<file path="config.mk">
export PLATFORM = sky130hd
export DESIGN_NAME = multi_phase_pwm_dt
export DESIGN_NICKNAME = d
export VERILOG_FILES = /design/src/rtl/multi_phase_pwm_dt.sv
export SDC_FILE = /design/constraint.sdc
export NUM_CORES = 1
export LEC_CHECK = 0
export BUFFER_PORTS_ARGS = -buffer_cell sky130_fd_sc_hd__buf_2
export CAP_MARGIN = 10
export CORE_MARGIN = 4
export CORE_UTILIZATION = 50
export DETAILED_ROUTE_END_ITERATION = 6
export PLACE_DENSITY = 0.65
export SYNTH_ARGS = -nofsm -noshare
export SYNTH_HDL_FRONTEND = slang
export SYNTH_SLANG_ARGS = --single-unit
</file>
<file path="constraint.sdc">
create_clock -name Clk -period 16 [get_ports Clk]
set_clock_uncertainty 0.2 [all_clocks]
set_input_delay 1.6 -clock Clk [delete_from_list [all_inputs] [get_ports Clk]]
set_output_delay 1.6 -clock Clk [all_outputs]
set_load 0.02 [all_outputs]
</file>
<file path="src/rtl/multi_phase_pwm_dt.sv">
`default_nettype none
// ============================================================================
// Module      : multi_phase_pwm_dt
// Description : N-channel complementary PWM generator with per-channel
//               dead-time insertion, edge- or centre-aligned counting and
//               shadow registers that switch only at the period boundary.
// Revision    : 1.0  initial release
// ============================================================================
module multi_phase_pwm_dt #(
  parameter int N_CH  = 3,
  parameter int CNT_W = 16,
  parameter int DT_W  = 10
) (
  input  logic                  Clk,
  input  logic                  Reset_n,
  input  logic                  Enable,
  input  logic                  CenterAligned,
  input  logic [CNT_W-1:0]      Period,
  input  logic [N_CH*CNT_W-1:0] Duty,
  input  logic [DT_W-1:0]       DeadTime,
  input  logic                  DeadTime_En,
  input  logic                  Interrupt_Enable,
  input  logic                  Interrupt_Clear,
  output logic [N_CH-1:0]       PWM_H,
  output logic [N_CH-1:0]       PWM_L,
  output logic [CNT_W-1:0]      Count,
  output logic                  Cycle_Start,
  output logic                  Interrupt_Active
);

  localparam logic [CNT_W-1:0] c_min_period = CNT_W'(2);

  // Active (shadowed) configuration
  logic [CNT_W-1:0] r_period;
  logic [DT_W-1:0]  r_dt;
  logic             r_center;

  // Counter state
  logic [CNT_W-1:0] r_count;
  logic             r_dir_down;
  logic             r_run;        // previous cycle was enabled
  logic             r_cycle_start;
  logic             r_irq;

  logic [CNT_W-1:0] w_period_eff;
  logic [CNT_W-1:0] w_count_inc;
  logic             w_wrap;
  logic             w_boundary;
  logic             w_load;
  logic             w_dt_active;

  assign w_period_eff = (r_period < c_min_period) ? c_min_period : r_period;
  assign w_count_inc  = r_count + 1'b1;

  // Edge mode wraps after Period_eff-1; centre mode wraps when the down-count reaches 0.
  assign w_wrap = r_center ? (r_dir_down && (r_count <= CNT_W'(1)))
                           : (r_count >= (w_period_eff - 1'b1));

  // The first enabled cycle after a stop is also treated as a boundary.
  assign w_boundary  = Enable && (!r_run || w_wrap);
  assign w_load      = !Enable || w_boundary;
  assign w_dt_active = DeadTime_En && (r_dt != '0);

  // Up/down counter with direction flag; held at 0 counting up while stopped
  always_ff @(posedge Clk or negedge Reset_n) begin
    if (!Reset_n) begin
      r_count    <= '0;
      r_dir_down <= 1'b0;
      r_run      <= 1'b0;
    end else if (!Enable) begin
      r_count    <= '0;
      r_dir_down <= 1'b0;
      r_run      <= 1'b0;
    end else begin
      r_run <= 1'b1;
      if (w_boundary) begin
        r_count    <= '0;
        r_dir_down <= 1'b0;
      end else if (!r_center) begin
        r_count <= w_count_inc;
      end else if (!r_dir_down) begin
        r_count <= w_count_inc;
        if (w_count_inc >= w_period_eff) begin
          r_dir_down <= 1'b1;
        end
      end else begin
        r_count <= r_count - 1'b1;
      end
    end
  end

  // Shadow-to-active transfer of the shared configuration
  always_ff @(posedge Clk or negedge Reset_n) begin
    if (!Reset_n) begin
      r_period <= '0;
      r_dt     <= '0;
      r_center <= 1'b0;
    end else if (w_load) begin
      r_period <= Period;
      r_dt     <= DeadTime;
      r_center <= CenterAligned;
    end
  end

  // Boundary pulse and sticky interrupt flag (set has priority over clear)
  always_ff @(posedge Clk or negedge Reset_n) begin
    if (!Reset_n) begin
      r_cycle_start <= 1'b0;
      r_irq         <= 1'b0;
    end else begin
      r_cycle_start <= w_boundary;
      if (w_boundary && Interrupt_Enable) begin
        r_irq <= 1'b1;
      end else if (Interrupt_Clear) begin
        r_irq <= 1'b0;
      end
    end
  end

  assign Count            = r_count;
  assign Cycle_Start      = r_cycle_start;
  assign Interrupt_Active = r_irq;

  generate
    for (genvar i = 0; i < N_CH; i++) begin : g_ch
      logic [CNT_W-1:0] r_duty;
      logic [CNT_W-1:0] w_duty_clamp;
      logic             w_raw;
      logic             r_raw_d;
      logic [DT_W-1:0]  r_dt_cnt;
      logic             r_h;
      logic             r_l;

      assign w_duty_clamp = (r_duty > w_period_eff) ? w_period_eff : r_duty;

      // On the down slope the compare includes equality so the centre-aligned
      // pulse spans exactly 2*D cycles around the valley.
      assign w_raw = (w_duty_clamp == w_period_eff) ||
                     ((r_center && r_dir_down) ? (r_count <= w_duty_clamp)
                                               : (r_count <  w_duty_clamp));

      // Per-channel duty shadow register
      always_ff @(posedge Clk or negedge Reset_n) begin
        if (!Reset_n) begin
          r_duty <= '0;
        end else if (w_load) begin
          r_duty <= Duty[i*CNT_W +: CNT_W];
        end
      end

      // Dead-time insertion: any raw edge forces both sides low for r_dt cycles
      always_ff @(posedge Clk or negedge Reset_n) begin
        if (!Reset_n) begin
          r_raw_d  <= 1'b0;
          r_dt_cnt <= '0;
          r_h      <= 1'b0;
          r_l      <= 1'b0;
        end else if (!Enable || !r_run) begin
          r_raw_d  <= 1'b0;
          r_dt_cnt <= '0;
          r_h      <= 1'b0;
          r_l      <= 1'b0;
        end else begin
          r_raw_d <= w_raw;
          if (!w_dt_active) begin
            r_dt_cnt <= '0;
            r_h      <= w_raw;
            r_l      <= !w_raw;
          end else if (w_raw != r_raw_d) begin
            r_dt_cnt <= r_dt;
            r_h      <= 1'b0;
            r_l      <= 1'b0;
          end else if (r_dt_cnt > DT_W'(1)) begin
            r_dt_cnt <= r_dt_cnt - 1'b1;
            r_h      <= 1'b0;
            r_l      <= 1'b0;
          end else begin
            r_dt_cnt <= '0;
            r_h      <= w_raw;
            r_l      <= !w_raw;
          end
        end
      end

      assign PWM_H[i] = r_h;
      assign PWM_L[i] = r_l;
    end
  endgenerate

endmodule
`default_nettype wire

</file>
==> results of run 1 <==
layout make-up:
type / count / area [µm²] / area share
clock buffers: 17 / 425 / 0.0359
clock inverters: 15 / 216 / 0.0183
inverters: 44 / 170 / 0.0144
multi-input cells: 886 / 6770 / 0.571
flip-flops and latches: 134 / 3350 / 0.283
well taps: 270 / 338 / 0.0285
repair buffers: 111 / 579 / 0.0489
cell families after synthesis:
family / synth area share
multiplexers: 0.0935
AO/OA/AOI/OAI: 0.142
AND/OR/NAND/NOR: 0.157
adder cells (fa/ha/maj): 0.164
XOR/XNOR: 0.0848
flip-flops: 0.318
buffers and inverters: 0.0405
power by group:
group	internal, µW	switching [µW]
combinational	110	141
clock	265	170
sequential	359	40.7
total	733	352
path summary, 6_finish.rpt:
check | slack [ns] | start | endpoint | cells past startpoint
setup / recovery | 9.50 | r_period[5] | g_ch[1].r_dt_cnt[8] | 20
hold / removal | 0.29 | Interrupt_Active | Interrupt_Active | 1
setup reg to reg | 9.50 | r_period[5] | g_ch[1].r_dt_cnt[8] | 20
hold reg to reg | 0.29 | Interrupt_Active | Interrupt_Active | 1
max in group asynchronous | 13.36 | Reset_n | r_period[15] | 2
min in group asynchronous | 0.95 | Reset_n | Cycle_Start | 1
cell usage in the layout, fill, tap and decap left out, types with 13 or more instances in the layout:
cell       count
nor3_1        33
or4_1         16
mux2i_1       14
o21ai_0       41
xnor2_1       60
buf_2        103
mux2_2        75
nand3_1       28
a21oi_1       95
a21o_1        23
nor4_1        21
a22o_1        13
inv_1         43
clkbuf_16     17
nand4_1       25
ha_1         138
nor2_1        96
xor2_1        42
dfrtp_1      134
nand2_1       56
per-stage QoR:
| stage | hold WS [ns] | util | total power, µW | worst slack [ns] |
|---|---|---|---|---|
| floorplan | 0.313 | - | 573 | 10.42 |
| global placement | 0.270 | 0.547 | 647 | 9.95 |
| detailed placement | 0.285 | 0.547 | 651 | 9.72 |
| CTS | 0.299 | 0.578 | 1090 | 9.67 |
| global route | 0.340 | 0.578 | 1140 | 9.05 |
| finish | 0.294 | 0.578 | 1090 | 9.50 |
registers in the layout, summed over array words and instances (netlist names):
register / count
Cycle_Start: 1
g_ch.r_h: 3
r_dir_down: 1
g_ch.r_l: 3
r_center: 1
r_run: 1
g_ch.r_raw_d: 3
r_dt: 10
g_ch.r_dt_cnt: 30
r_period: 16
g_ch.r_duty: 48
Interrupt_Active: 1
Count: 16
routing by layer:
metal  track usage  vias to the layer above  share of wire
met4        0.0989                        0          0.035
met2         0.446                      325           0.48
met1         0.347                     4286           0.43
li1              -                     4240              -
met3        0.0401                       70          0.061
met5             0                        -              0
==> impl_results.md, run 1 <==
* Status: complete, no violations
* DIE WIDTH at 153 µm
* Vias in the first global route at 8,779
* Synth warn at 0
* Sequential cell area fraction in the yosys report at 0.318
* #FFs+latches synth at 134
* Clock buffer depth at 2
* Reg clk slew, reported paths at 0.06 ns
* Count leader, synth: ha_1
* Async set or reset register ratio after synthesis at 1.00
* Area of the die at 23,500 µm²
* Post-route cell area at 11,900 µm²
* Drt initial violations at 755
* Setup bufs post-CTS at 0
* Insertion delay to the later sink of the worst-skew pair at 0.43 ns
* Via density per instance at 6.04
* Total wire length at 31,500 µm
* Total track usage at 0.265
* Worst VDD drop at 0.0797 mV
* Worst path cell trace: nor4_4, and3_4, nand2_4, nand2_1, inv_1, ha_1, a21o_1, a221oi_1, o221ai_1, nand2_1, a21oi_1, ha_1, nand4_1, nor3_1, o21a_1, o31ai_1, a2bb2oi_1, a21oi_1, nor3_1, a22o_1
* Root buf cell: clkbuf_16
* First-pass GRT wire length at 49,100 µm
* CTS tree: built
* Max Clk Rate at 154 MHz
* Synth Instances at 1,116
* Top post-synthesis cells by area: dfrtp_1 (32%), ha_1 (16%), mux2_2 (8.0%), xnor2_1 (5.0%), a21oi_1 (4.5%)
* DP Cell Count at 1,445
* Fin crit period at 6.50 ns
* Cell family with most CP delay: simple AND/OR/NAND/NOR gates
* Wirelength per Cell at 21.3 µm
* Hold Buf Count CTS at 0
* Hold Path Class: reg2reg
* Pre-antenna DRT Iters at 5
* Most used DFF post-synth: dfrtp_1
* Hpwl dp at 22,700 µm
* H-tree levels at 4
* Period utilization at 0.406
* Worst path slowest cell: nand2_1
* Top-Level Pins at 105
* Layout fillers at 1,831
* Global route overflow at 0
* RSZ-0062 raised after global routing: no
* CTS Buf Count at 17
* Post-synthesis cell type count at 65
* Syn avg cell area at 9.44 µm²
* Number of buffers added on ports at 104
* CP Buf/Inv Count at 1
* Slew @ Worst Pin at 1.16 ns
* # resized after CTS at 0
* Placed Area at 11,200 µm²
* Largest area contributor in the netlist: dfrtp_1
* Routed Antenna Nets at 0
* Slew Viols, Final at 0
* Largest net degree at the start of global routing at 70
* Slew headroom at 0.227
* Ant diodes at 0
* CTS sink cnt at 134
* Crit-path max cell delay at 0.72 ns
* Hold Vio Cnt, Final at 0
* Leak Pwr at 0.00564 µW
* Final cell count without fillers at 1,477
* Fin nets at 1,413
* CP Launch Type: register
* Critical Path AT at 6.67 ns
* Setup Crit Path Kind: reg2reg
* Synth cell count leaders: ha_1 (138), dfrtp_1 (134), nor2_1 (96), a21oi_1 (95), mux2_2 (75)
* Worst setup EP type: register
* Final setup TNS at 0 ns
* Die H at 153 µm
* Power per cell area at 91.6 nW/µm²
* Area growth, synth to finish at 12.5%
* Post-synth EDFFs at 0
* Mapped Area at 10,500 µm²
* Core outline area at 20,500 µm²
* Yosys top cell area share at 0.318
* Via count at 8,921
* Post-synth net total at 1,335
* Share of cells above drive strength 1 at 0.194
* Largest fanout on the critical path at 32
* Critical Path RT at 16.17 ns
* Routability cong. at 0.965
* Final setup vio count at 0
* Max_cap viols at 0
* Initial cell density of the core at 0.514
* Row count at 52
* Initial antenna violation count at 0
* DRC Markers at 0
No activity file was read; power rests on OpenSTA's default activity.
==> run 2: changes to the inputs <==
clock period = 6.5 ns   (was 16 ns; I/O delays follow)
==> run 2 against run 1 <==
  * Die area unchanged
  * Final area increased by 0.50%
  * Utilization increased by 0.29 points
  * Routed wire length increased by 1.9%
  * Combinational power increased to 2.6 times the previous value
  * Clock power increased by 130%
  * Critical path type unchanged
  * Highest routed layer unchanged
==> impl_results.md, run 2 (synthesis gave the netlist of run 1 again) <==
* DIE WIDTH at 153 µm
* Number of buffers added on ports at 104
* Setup slack, reg-to-reg at 0.37 ns
* Total wire length at 32,100 µm
* Most common cell after layout, fill and taps aside: ha_1
* Largest net degree at the start of global routing at 76
* Critical Path RT at 6.67 ns
* Hold Worst Slack at 0.0493 ns
* Share of cells above drive strength 1 at 0.204
* Via count at 9,059
* Drt initial violations at 757
* Post-route cell area at 11,900 µm²
* Most flops, register: g_ch.r_duty
* First-pass GRT wire length at 49,700 µm
* Row count at 52
* Multi-input gate area at 6790 µm²
* Wirelength per Cell at 21.6 µm
* Reg clk slew, reported paths at 0.07 ns
* Hold Path Class: in2async
* Largest fanout on the critical path at 24
* Setup Crit Path Kind: reg2reg
* Fin nets at 1,427
* Max Clk Rate at 163 MHz
* Status: complete, no violations
* Hold Vio Cnt, Final at 0
* Commonest non-fill, non-tap cells in the layout: ha_1 (138), dfrtp_1 (134), buf_2 (103)
* NetSw at 906 µW
* Power per cell area at 219 nW/µm²
* Worst path slowest cell: nor3_1
* CTS Buf Count at 17
* Total track usage at 0.272
* Top Registers: g_ch.r_duty x48, g_ch.r_dt_cnt x30
* RSZ-0062 raised after global routing: no
* Worst VDD drop at 0.223 mV
* Reg area at 3350 µm²
* Final setup TNS at 0 ns
* Slew Viols, Final at 0
* Top-Level Pins at 105
* Net Sw Frac at 0.347
* R2R cell count at 21
* Period utilization at 0.943
* Final setup vio count at 0
* Initial cell density of the core at 0.514
* Vias in the first global route at 8,875
* CTS sink cnt at 134
* Clock buffer depth at 2
* Slew headroom at 0.238
* Slew @ Worst Pin at 1.14 ns
* CP Launch Type: register
* H-tree levels at 4
* Leak Pwr at 0.00568 µW
* CTS tree: built
* Fin crit period at 6.13 ns
* Clk pwr share at 0.379
* DRC Markers at 0
* Insertion delay to the later sink of the worst-skew pair at 0.44 ns
* Via density per instance at 6.08
* Crit-path max cell delay at 0.56 ns
* Hpwl dp at 23,000 µm
* Ant diodes at 0
* Critical Path AT at 6.30 ns
* R2R Path Start: r_period[4]
* Max_cap viols at 0
* Area of the die at 23,500 µm²
* Initial antenna violation count at 0
* Max reg flops at 48
* Int Pwr at 1710 µW
* Placed Area at 11,300 µm²
* Global route overflow at 0
* Area growth, synth to finish at 13.1%
* Core outline area at 20,500 µm²
* Worst setup EP type: register
* Die H at 153 µm
* Root buf cell: clkbuf_16
* Worst reg2reg endpoint: g_ch[1].r_dt_cnt[8]
* Layout fillers at 1,818
* Routed Antenna Nets at 0
* Worst path cell trace: nor4_4, and3_4, nand2_4, nand2_1, inv_1, ha_1, a21o_1, a221oi_1, o221ai_1, nand2_1, buf_4, a21oi_1, ha_1, nand4_1, nor3_1, o21a_1, o31ai_1, a2bb2oi_1, a21oi_1, nor3_1, a22o_1
* Pre-antenna DRT Iters at 5
* Sequential power share at 0.369
* Combinational Power Share at 0.251
* Routability cong. at 0.956
## run 2: changes by cell type in the layout (fill, tap and decap cells not counted)
cell / change
a2111oi_0: -1
inv_8: +2
clkinv_4: +2
bufinv_16: -3
a2111oi_2: +1
buf_4: +13
clkinvlp_4: -1
o31ai_2: +1
## run 2: worst max-delay path, delay by kind of cell (launching register included)
family	cells	cell delay, ns
flops	1	0.50
buf+inv	2	0.48
compound gates	9	1.90
simple gates	8	2.32
fa+ha+maj	2	0.64
## run 2: cell type report
class | count | share of cell area
clock buffer | 17 | 0.0357
clock inverter | 15 | 0.0133
inverter | 44 | 0.0143
multi-input combinational | 887 | 0.570
sequential | 134 | 0.282
tap | 270 | 0.0284
timing repair buffer | 124 | 0.0568
## run 2: per-stage QoR
step                instances  setup WS, ns  power (µW)   util
finish                   1491         0.372        2610  0.581
floorplan                1116         0.921        1410      -
CTS                      1490         0.404        2620  0.580
global placement         1458         0.679        1610  0.552
global route             1491       0.00986        2740  0.581
detailed placement       1458         0.488        1620  0.552
## run 2: how the worst max path moves through the flow
stage                                      to          from  slack [ns]  cells past startpoint
after global placement    g_ch[0].r_dt_cnt[6]   r_period[4]        0.68                     19
final                     g_ch[1].r_dt_cnt[8]   r_period[4]        0.37                     21
after CTS                 g_ch[0].r_dt_cnt[6]   r_period[4]        0.40                     19
after detailed placement  g_ch[0].r_dt_cnt[6]   r_period[4]        0.49                     19
after global routing      g_ch[1].r_dt_cnt[8]   r_period[4]        0.01                     21
after floorplan           g_ch[2].r_dt_cnt[6]  r_period[12]        0.92                     22
## run 2: power by group through the flow
stage	logic, µW	clock network, µW	registers, µW
after CTS	647	1000	963
final	657	991	965
after global placement	628	0	978
after floorplan	472	0	939
after global routing	735	1040	971
after detailed placement	641	0	979
## run 2: what timing repair did
item | 4_1_cts | 5_1_grt
buffers inserted | 0 | 0
hold buffers | 0 | 0
gates resized for setup | 0 | 2
endpoints found under the setup margin | 0 | 10
## run 2: per-layer routing
metal	track usage	vias to the layer above	wire [µm]
li1	-	4271	-
met1	0.354	4266	13300
met2	0.430	423	14800
met3	0.0546	99	2450
met4	0.138	0	1620
met5	0	-	0
